<file path="src/rtl/uart_pkg.sv">
`default_nettype none
// ============================================================================
// Module  : uart_pkg
// Brief   : Shared types and constants for the UART transmit serializer.
// Revision: 1.0
// ============================================================================
package uart_pkg;

    typedef enum logic [2:0] {
        IDLE   = 3'd0,
        START  = 3'd1,
        DATA   = 3'd2,
        PARITY = 3'd3,
        STOP   = 3'd4
    } uart_state_t;

    localparam int unsigned DEF_CLK_FREQ = 100_000_000;
    localparam int unsigned DEF_BAUD     = 115_200;
    localparam logic        LINE_IDLE    = 1'b1;

endpackage
`default_nettype wire

</file>
<file path="src/rtl/uart_tx_serializer_if.sv">
`default_nettype none
// ============================================================================
// Module  : uart_tx_serializer_if
// Brief   : Byte handshake between the print formatter and the serializer.
// Revision: 1.0
// ============================================================================
interface uart_tx_serializer_if;

    logic [7:0] d_tx;
    logic       vld_tx;
    logic       rdy_tx;

    modport master (output d_tx, output vld_tx, input  rdy_tx);
    modport slave  (input  d_tx, input  vld_tx, output rdy_tx);

endinterface
`default_nettype wire

</file>
<file path="src/rtl/uart_baud_tick.sv">
`default_nettype none
// ============================================================================
// Module  : uart_baud_tick
// Brief   : DIV-cycle bit timer; o_tick marks the last cycle of a bit period.
// Revision: 1.0
// ============================================================================
module uart_baud_tick #(
    parameter int unsigned DIV = 16
) (
    input  wire  clk,
    input  wire  rstn,
    input  wire  i_restart,
    output logic o_tick
);

    localparam int unsigned           c_cnt_w = $clog2(DIV);
    localparam logic [c_cnt_w-1:0]    c_last  = c_cnt_w'(DIV - 1);

    logic [c_cnt_w-1:0] r_cnt;

    always_ff @(posedge clk or negedge rstn) begin
        if (!rstn) begin
            r_cnt <= '0;
        end else if (i_restart || o_tick) begin
            r_cnt <= '0;
        end else begin
            r_cnt <= r_cnt + c_cnt_w'(1);
        end
    end

    assign o_tick = (r_cnt == c_last);

endmodule
`default_nettype wire

</file>
<file path="src/rtl/uart_tx_serializer.sv">
`default_nettype none
// ============================================================================
// Module  : uart_tx_serializer
// Brief   : 8N1 UART transmitter with a one-byte holding buffer.
//           Define UART_TX_PARITY_EN to insert an even-parity bit (8E1).
// Revision: 1.0
// ============================================================================
module uart_tx_serializer
    import uart_pkg::*;
#(
    parameter int unsigned CLK_FREQ = DEF_CLK_FREQ,
    parameter int unsigned BAUD     = DEF_BAUD
) (
    input  wire                        clk,
    input  wire                        rstn,
    uart_tx_serializer_if.slave        tx_if,
    output logic                       txd,
    output logic                       busy
);

    localparam int unsigned DIV = CLK_FREQ / BAUD;

    uart_state_t r_state, w_state_next;
    logic [7:0]  r_shift, w_shift_next;
    logic [2:0]  r_bit_cnt, w_bit_next;
    logic [7:0]  r_hold;
    logic        r_hold_full, w_hold_full_next;
    logic        r_rdy;
    logic        r_txd, w_txd_next;
    logic        w_tick, w_load, w_accept;
`ifdef UART_TX_PARITY_EN
    logic        r_parity, w_parity_next;
`endif

    // Timer is held at zero while idle so START always gets a full bit period
    uart_baud_tick #(.DIV(DIV)) u_baud_tick (
        .clk       (clk),
        .rstn      (rstn),
        .i_restart (r_state == IDLE),
        .o_tick    (w_tick)
    );

    always_comb begin
        w_accept         = tx_if.vld_tx && r_rdy;
        w_load           = r_hold_full && ((r_state == IDLE) || ((r_state == STOP) && w_tick));
        w_hold_full_next = w_accept ? 1'b1 : (w_load ? 1'b0 : r_hold_full);
        w_state_next     = r_state;
        w_shift_next     = r_shift;
        w_bit_next       = r_bit_cnt;
`ifdef UART_TX_PARITY_EN
        w_parity_next    = r_parity;
`endif
        if (w_load) begin
            w_shift_next  = r_hold;
            w_bit_next    = 3'd0;
`ifdef UART_TX_PARITY_EN
            w_parity_next = ^r_hold;
`endif
        end

        case (r_state)
            IDLE:  if (w_load) w_state_next = START;
            START: if (w_tick) w_state_next = DATA;
            DATA: begin
                if (w_tick) begin
                    if (r_bit_cnt == 3'd7) begin
`ifdef UART_TX_PARITY_EN
                        w_state_next = PARITY;
`else
                        w_state_next = STOP;
`endif
                    end else begin
                        w_shift_next = {1'b0, r_shift[7:1]};
                        w_bit_next   = r_bit_cnt + 3'd1;
                    end
                end
            end
`ifdef UART_TX_PARITY_EN
            PARITY: if (w_tick) w_state_next = STOP;
`endif
            STOP:  if (w_tick) w_state_next = w_load ? START : IDLE;
            default: w_state_next = IDLE;
        endcase

        // Line level is computed from the next state so the pin changes on the transition edge
        case (w_state_next)
            START:   w_txd_next = 1'b0;
            DATA:    w_txd_next = w_shift_next[0];
`ifdef UART_TX_PARITY_EN
            PARITY:  w_txd_next = w_parity_next;
`endif
            default: w_txd_next = LINE_IDLE;
        endcase
    end

    always_ff @(posedge clk or negedge rstn) begin
        if (!rstn) begin
            r_state     <= IDLE;
            r_shift     <= '0;
            r_bit_cnt   <= '0;
            r_hold      <= '0;
            r_hold_full <= 1'b0;
            r_rdy       <= 1'b1;
            r_txd       <= LINE_IDLE;
`ifdef UART_TX_PARITY_EN
            r_parity    <= 1'b0;
`endif
        end else begin
            r_state     <= w_state_next;
            r_shift     <= w_shift_next;
            r_bit_cnt   <= w_bit_next;
            r_hold_full <= w_hold_full_next;
            r_rdy       <= !w_hold_full_next;
            r_txd       <= w_txd_next;
`ifdef UART_TX_PARITY_EN
            r_parity    <= w_parity_next;
`endif
            if (w_accept) begin
                r_hold <= tx_if.d_tx;
            end
        end
    end

    assign tx_if.rdy_tx = r_rdy;
    assign txd          = r_txd;
    assign busy         = (r_state != IDLE) || r_hold_full;

endmodule
`default_nettype wire

</file>
<file path="src/flat_wrapper.sv">
// flat-port wrapper written by rule: the top's interface ports become plain ports
module uart_tx_serializer_flat import uart_pkg::*;
#(
    parameter int unsigned CLK_FREQ = DEF_CLK_FREQ,
    parameter int unsigned BAUD     = DEF_BAUD
)
  (clk, rstn, txd, busy, tx_if_d_tx, tx_if_vld_tx, tx_if_rdy_tx);
  uart_tx_serializer_if tx_if_i ();
  input  wire clk;
  input  wire rstn;
  output logic txd;
  output logic busy;
  input wire logic [$bits(tx_if_i.d_tx)-1:0] tx_if_d_tx;
  input wire logic [$bits(tx_if_i.vld_tx)-1:0] tx_if_vld_tx;
  output wire logic [$bits(tx_if_i.rdy_tx)-1:0] tx_if_rdy_tx;
  assign tx_if_i.d_tx = tx_if_d_tx;
  assign tx_if_i.vld_tx = tx_if_vld_tx;
  assign tx_if_rdy_tx = tx_if_i.rdy_tx;
  uart_tx_serializer #(.CLK_FREQ(CLK_FREQ), .BAUD(BAUD)) u_core (.clk(clk), .rstn(rstn), .tx_if(tx_if_i), .txd(txd), .busy(busy));
endmodule
</file>
<file path="config.mk">
export PLATFORM = sky130hd
export DESIGN_NAME = uart_tx_serializer_flat
export DESIGN_NICKNAME = d
export VERILOG_FILES = /design/src/rtl/uart_pkg.sv /design/src/rtl/uart_tx_serializer_if.sv /design/src/rtl/uart_baud_tick.sv /design/src/rtl/uart_tx_serializer.sv /design/src/flat_wrapper.sv
export SDC_FILE = /design/constraint.sdc
export NUM_CORES = 1
export LEC_CHECK = 0
export ABC_AREA = 1
export CAP_MARGIN = 15
export CORE_MARGIN = 10
export CORE_UTILIZATION = 50
export CTS_CLUSTER_SIZE = 12
export DETAILED_ROUTE_END_ITERATION = 8
export PLACE_DENSITY = 0.77
export SYNTH_ARGS = -nofsm -noshare
export SYNTH_HDL_FRONTEND = slang
export SYNTH_SLANG_ARGS = --single-unit
</file>
<file path="constraint.sdc">
create_clock -name clk -period 2 [get_ports clk]
set_input_delay 0.4 -clock clk [delete_from_list [all_inputs] [get_ports clk]]
set_output_delay 0.4 -clock clk [all_outputs]
set_load 0.03 [all_outputs]
</file>
==> flow_metrics.tcl, run 1 <==
set metrics [dict create \
    status "complete, no violations" \
    combPwrFrac_pct 8.8 \
    floorplan.initialDensity_pct 52.6 \
    crit_path_top_delay_cell "clkdlybuf4s50_1" \
    setup_viol 0 \
    critical_path.startpoint_type "flop" \
    clkSinkCount 35 \
    rsz0062_at_grt "no" \
    worst-slew-pin-transition_ns 0.431 \
    drv_cap 0 \
    slew_viol_final 0 \
    max_freq_mhz 512 \
    p_sw_uw 315 \
    slew_headroom_pct 71.3 \
    critPathKind "flop to output pin" \
    yosysUniqueCellTypes 34 \
    place_congestion 0.790 \
    finClkSkew_ns 0.0112 \
    avgSynthCellArea_um2 9.81 \
    cts_tree "yes" \
    crit_fanout 2 \
    p_leak_uw 0.000835 \
    grt_max_degree 36 \
    via_per_inst 5.29 \
    insertion_delay_ns 0.34 \
    ys.flop_type "dfrtp_1" \
    yosysSeqAreaShare_pct 54.3 \
    p_seq_share_pct 62.5 \
    hold_viol 0 \
    async_flop_share_pct 100 \
    grt_pass1_wl_um 5310 \
    hpwl_um 2300 \
    layout_common_cells "dfrtp_1 (33), nand2_1 (23), nor2_1 (19)" \
    fin_tns_setup_ns 0 \
    fin_crit_sh_pct 97.6 \
    p_int_uw 976 \
    holdBufCountCts 0 \
    die_h_um 76.9 \
    overflow 0 \
    core_area_um2 3080 \
    dpl_cell_area_um2 1800 \
    ant_nets 0 \
    path_cells "clkdlybuf4s50_1" \
    sw_frac_of_total_pct 24.4 \
    drt-initial-drc-count 75 \
    clockPowerShare_pct 28.6 \
    fin_crit_ns 1.95 \
    hold_class "primary input to asynchronous set/reset pin" \
    drt-total-wl_um 3010 \
    cts_max_level 2 \
    grt_pass1_vias 1226 \
    ir_drop_uv 529 \
    final_common_cell "dfrtp_1" \
    finalInstanceArea_um2 1850 \
    worst-path-buf-inv 1 \
    cp_data_required_time_ns 1.60 \
    layoutNonFillerInstCount 230 \
    n_antenna_cell 0 \
    clk_pin_slew_ns 0.10 \
    grtUsageTotal_pct 10.6 \
    dieArea_um2 5910 \
    num_vias 1216 \
    dp_cells 222 \
    synth_seq_cells 35 \
    synthCells 165 \
    antenna_found_initial 0 \
    critical_path_arrival_ns 1.55 \
    p_per_area_nw_per_um2 697 \
    clockBufferDepth 2 \
    cts_inserted_buffers 5 \
    cp-end-kind "output pin" \
    ios 14 \
    drc 0 \
    yosys_warnings 0 \
    drt_pass1_iterations 4 \
    final_util_pct 60.2 \
    wl_per_cell_um 13.1 \
    syn-num-nets 179 \
    holdWs_ns 0.454 \
    drive_gt1_share_pct 17.7 \
    crit_family "buffers and inverters" \
    cpPeakStageDelay_ns 0.67 \
    num_rows 20 \
    synth_edf_count 0 \
    io_buffers 13 \
    cts_root_buf "clkbuf_4" \
    nNetsFinal 199 \
    syn2layout_area_growth_pct 14.5 \
    syn-cell-area_um2 1620 \
    die_w_um 76.9 \
]
stage by stage:
stage	power, uW	setup WS (ns)
6_report	1290	0.0471
5_1_grt	1360	0.00189
4_1_cts	1310	0.0405
3_5_place_dp	941	0.264
3_3_place_gp	928	0.311
2_1_floorplan	873	0.492
Yosys cell counts (all sizes together) (2+ instances only):
library cell  instances  area (um^2)
inv                  17         63.8
buf                   2         22.5
a21oi                 5         28.8
dfrtp                33          826
mux2                  8         90.1
ha                    3         37.5
nand4                 4         25.0
nor2                 21         88.8
dfstp                 2         52.6
nand3                18          108
a31oi                 6         37.5
nor3                  6         46.3
nor3b                 2         15.0
nand2                25         98.8
o21ai                 5         28.8
cell type report:
type	count	area, um^2
Clock inverter	2	12.5
Clock buffer	6	41.3
Multi-Input combinational cell	110	651
Sequential cell	35	878
Tap cell	44	55.1
Fill cell	264	1220
Inverter	17	63.8
Timing Repair Buffer	16	151
kinds of logic after synthesis:
family	count (synthesis)	synth area share, %
compound gates	19	7.19
mux	8	5.56
fa+ha+maj	3	2.32
simple gates	80	25.1
flops	35	54.3
buf+inv	20	5.56
registers in the layout, indices dropped and copies added, names as in the netlist:
| register | flops |
|---|---|
| u_core.r_hold_full | 1 |
| u_core.txd | 1 |
| u_core.u_baud_tick.r_cnt | 10 |
| u_core.tx_if.rdy_tx | 1 |
| u_core.r_state | 3 |
| u_core.r_shift | 8 |
| u_core.r_hold | 8 |
| u_core.r_bit_cnt | 3 |
layer usage:
metal	global-route usage, %	vias up	part of all wire [%]
li1	-	600	-
met1	12.9	585	46
met2	17.3	27	47
met3	3.85	4	6.3
met4	2.79	0	0.90
met5	0	-	0
final timing paths:
kind,startpoint,to,depth (start not counted),slack [ns]
setup / recovery,u_core.tx_if.rdy_tx$_DFF_PN1_,tx_if_rdy_tx,1,0.05
hold / removal,rstn,u_core.u_baud_tick.r_cnt[9]$_DFF_PN0_,2,0.45
setup reg to reg,u_core.u_baud_tick.r_cnt[0]$_DFF_PN0_,u_core.r_shift[0]$_DFF_PN0_,9,0.27
hold reg to reg,u_core.u_baud_tick.r_cnt[0]$_DFF_PN0_,u_core.u_baud_tick.r_cnt[0]$_DFF_PN0_,1,0.47
max in group asynchronous,rstn,u_core.txd$_DFF_PN1_,2,1.21
min in group clk,u_core.u_baud_tick.r_cnt[0]$_DFF_PN0_,u_core.u_baud_tick.r_cnt[0]$_DFF_PN0_,1,0.47
power groups by stage:
stage / combinational, uW / sequential [uW] / clock, uW
floorplan: 62.5 / 810 / 0
global route: 127 / 815 / 417
detailed placement: 117 / 824 / 0
global placement: 110 / 818 / 0
finish: 114 / 808 / 370
CTS: 117 / 810 / 379
what timing repair did:
| action | in CTS | in global routing |
|---|---|---|
| gates resized for setup | 1 | 0 |
| setup buffers | 0 | 0 |
| endpoints found under the setup margin | 1 | 0 |
(Power assumes the default switching activity.)
==> run 2, diff against run 1 <==
--- a/config.mk
+++ b/config.mk
@@ -13,2 +13,3 @@
 export DETAILED_ROUTE_END_ITERATION = 8
+export MAX_ROUTING_LAYER = met4
 export PLACE_DENSITY = 0.77
--- a/constraint.sdc
+++ b/constraint.sdc
@@ -3,2 +3,2 @@
 set_output_delay 0.4 -clock clk [all_outputs]
-set_load 0.03 [all_outputs]
+set_load 0.005 [all_outputs]
==> run 2 against run 1 <==
  * Non-clock buffer count is 1 lower
  * Clock-buffer cell count stayed put
  * Total power up 11%
  * Hold slack lost 0.0026 ns
  * Largest power group unchanged
  * Register-to-register slack hardly changed
  * Clock power grew 42%
  * Combinational power decreased by 5%
  * Design area up 2.0%
  * Die area unchanged
  * Sequential share of layout area down 0.78 points
  * Global-route usage grew 0.71 points
  * Sequential power hardly changed
==> flow_metrics.tcl, run 2 (synthesis results as in run 1) <==
set metrics [dict create \
    status "complete, no violations" \
    drt-total-wl_um 2900 \
    drive_gt1_share_pct 19.5 \
    hold_class "primary input to asynchronous set/reset pin" \
    hold_viol 0 \
    max_freq_mhz 528 \
    hpwl_um 2230 \
    grt_max_degree 36 \
    cts_root_buf "clkbuf_4" \
    syn2layout_area_growth_pct 16.7 \
    drv_cap 0 \
    layoutNonFillerInstCount 229 \
    drc 0 \
    crit_start "u_core.r_state[0]$_DFF_PN0_" \
    dieArea_um2 5910 \
    slew_headroom_pct 72.2 \
    fin_tns_setup_ns 0 \
    cpPeakStageDelay_ns 0.46 \
    critical_path_arrival_ns 1.49 \
    io_buffers 13 \
    layout_common_cells "dfrtp_1 (31), nand2_1 (23), nor2_1 (18)" \
    finalInstanceArea_um2 1890 \
    crit_fanout 4 \
    slew_viol_final 0 \
    grt_pass1_vias 1207 \
    clockBufferDepth 2 \
    drt-initial-drc-count 88 \
    cp-end-kind "output pin" \
    path_cells "nor2_4 -> nand3_1 -> clkdlybuf4s50_1" \
    crit_path_top_delay_cell "dfrtp_2" \
    final_util_pct 61.4 \
    grtUsageTotal_pct 11.3 \
    floorplan.initialDensity_pct 52.6 \
    ant_nets 0 \
    die_h_um 76.9 \
    r2r_start "u_core.u_baud_tick.r_cnt[0]$_DFF_PN0_" \
    num_vias 1183 \
    drt_pass1_iterations 4 \
    dpl_cell_area_um2 1790 \
    p_per_area_nw_per_um2 762 \
    nNetsFinal 198 \
    critPathKind "flop to output pin" \
    power_uw 1440 \
    via_per_inst 5.17 \
    grt_pass1_wl_um 5390 \
    num_rows 20 \
    cp_data_required_time_ns 1.60 \
    largestRegisters "u_core.u_baud_tick.r_cnt: 10 flops, u_core.r_hold: 8 flops, u_core.r_shift: 8 flops" \
    core_area_um2 3080 \
    fin_crit_sh_pct 94.7 \
    largest_reg_flops 10 \
    r2r_cells 9 \
    place_congestion 0.823 \
    die_w_um 76.9 \
    critical_path.startpoint_type "flop" \
    dp_cells 221 \
    overflow 0 \
    ios 14 \
    p_leak_uw 0.000850 \
    insertion_delay_ns 0.33 \
    fin_crit_ns 1.89 \
    cts_inserted_buffers 5 \
    crit_path_end "busy" \
    antenna_found_initial 0 \
    rrSetupSlack_ns 0.27 \
    cts_max_level 2 \
    largest-register "u_core.u_baud_tick.r_cnt" \
    clk_pin_slew_ns 0.10 \
    regToRegEndpoint "u_core.r_shift[0]$_DFF_PN0_" \
    setup_viol 0 \
    finClkSkew_ns 0.00270 \
    rsz0062_at_grt "no" \
    cts_tree "yes" \
    clkSinkCount 35 \
    n_antenna_cell 0 \
    worst-slew-pin-transition_ns 0.416 \
    wl_per_cell_um 12.7 \
    final_common_cell "dfrtp_1" \
    ir_drop_uv 492 \
]
-- run 2: cell types whose count changed in the layout (fill, tap and decap cells not counted), sizes merged --
cell / delta
buf: -1
bufinv: +1
clkdlybuf4s50: +1
clkinvlp: -1
dlygate4sd2: -1
-- run 2: metal layers --
| layer | share of wire [%] | global-route usage, % |
|---|---|---|
| met1 | 47 | 13.2 |
| met2 | 46 | 16.9 |
| met3 | 4.6 | 4.20 |
| met4 | 2.2 | 5.39 |
| met5 | 0 | - |
-- run 2: through the flow --
stage               setup WS [ns]  hold slack (ns)
floorplan                   0.492            0.104
global placement            0.342            0.445
detailed placement          0.284            0.461
CTS                        0.0240            0.459
global route               0.0153            0.472
finish                      0.106            0.452
-- run 2: layout make-up --
cell class / count / area [um^2]
fillers: 268 / 1190
flip-flops and latches: 35 / 881
multi-input cells: 110 / 658
repair buffers: 15 / 145
inverters: 17 / 63.8
well taps: 44 / 55.1
clock buffers: 6 / 51.3
clock inverters: 2 / 35.0
-- run 2: how the worst min path moves through the flow --
stage | from | end | slack [ns] | cells past startpoint
2_1_floorplan | rstn | u_core.r_bit_cnt[0]$_DFF_PN0_ | 0.10 | 0
5_1_grt | rstn | u_core.u_baud_tick.r_cnt[9]$_DFF_PN0_ | 0.47 | 2
4_1_cts | rstn | u_core.r_hold[0]$_DFFE_PN0P_ | 0.46 | 2
3_3_place_gp | u_core.u_baud_tick.r_cnt[0]$_DFF_PN0_ | u_core.u_baud_tick.r_cnt[0]$_DFF_PN0_ | 0.45 | 1
3_5_place_dp | u_core.u_baud_tick.r_cnt[0]$_DFF_PN0_ | u_core.u_baud_tick.r_cnt[0]$_DFF_PN0_ | 0.46 | 1
6_report | rstn | u_core.u_baud_tick.r_cnt[9]$_DFF_PN0_ | 0.45 | 2
-- run 2: power by group --
group / internal [uW] / switching, uW
combinational: 68.5 / 39.1
sequential: 771 / 34.1
clock: 295 / 231
total: 1140 / 304
-- run 2: critical path, delay by kind of cell (launching register included) --
family | cells | cell delay [ns]
buf+inv | 1 | 0.45
flops | 1 | 0.46
simple gates | 2 | 0.25
-- run 2: timing repair --
| item | 4_1_cts | 5_1_grt |
|---|---|---|
| resized for setup | 1 | 3 |
| hold buffers | 0 | 0 |
| endpoints found under the setup margin | 1 | 1 |
| setup buffers | 0 | 0 |
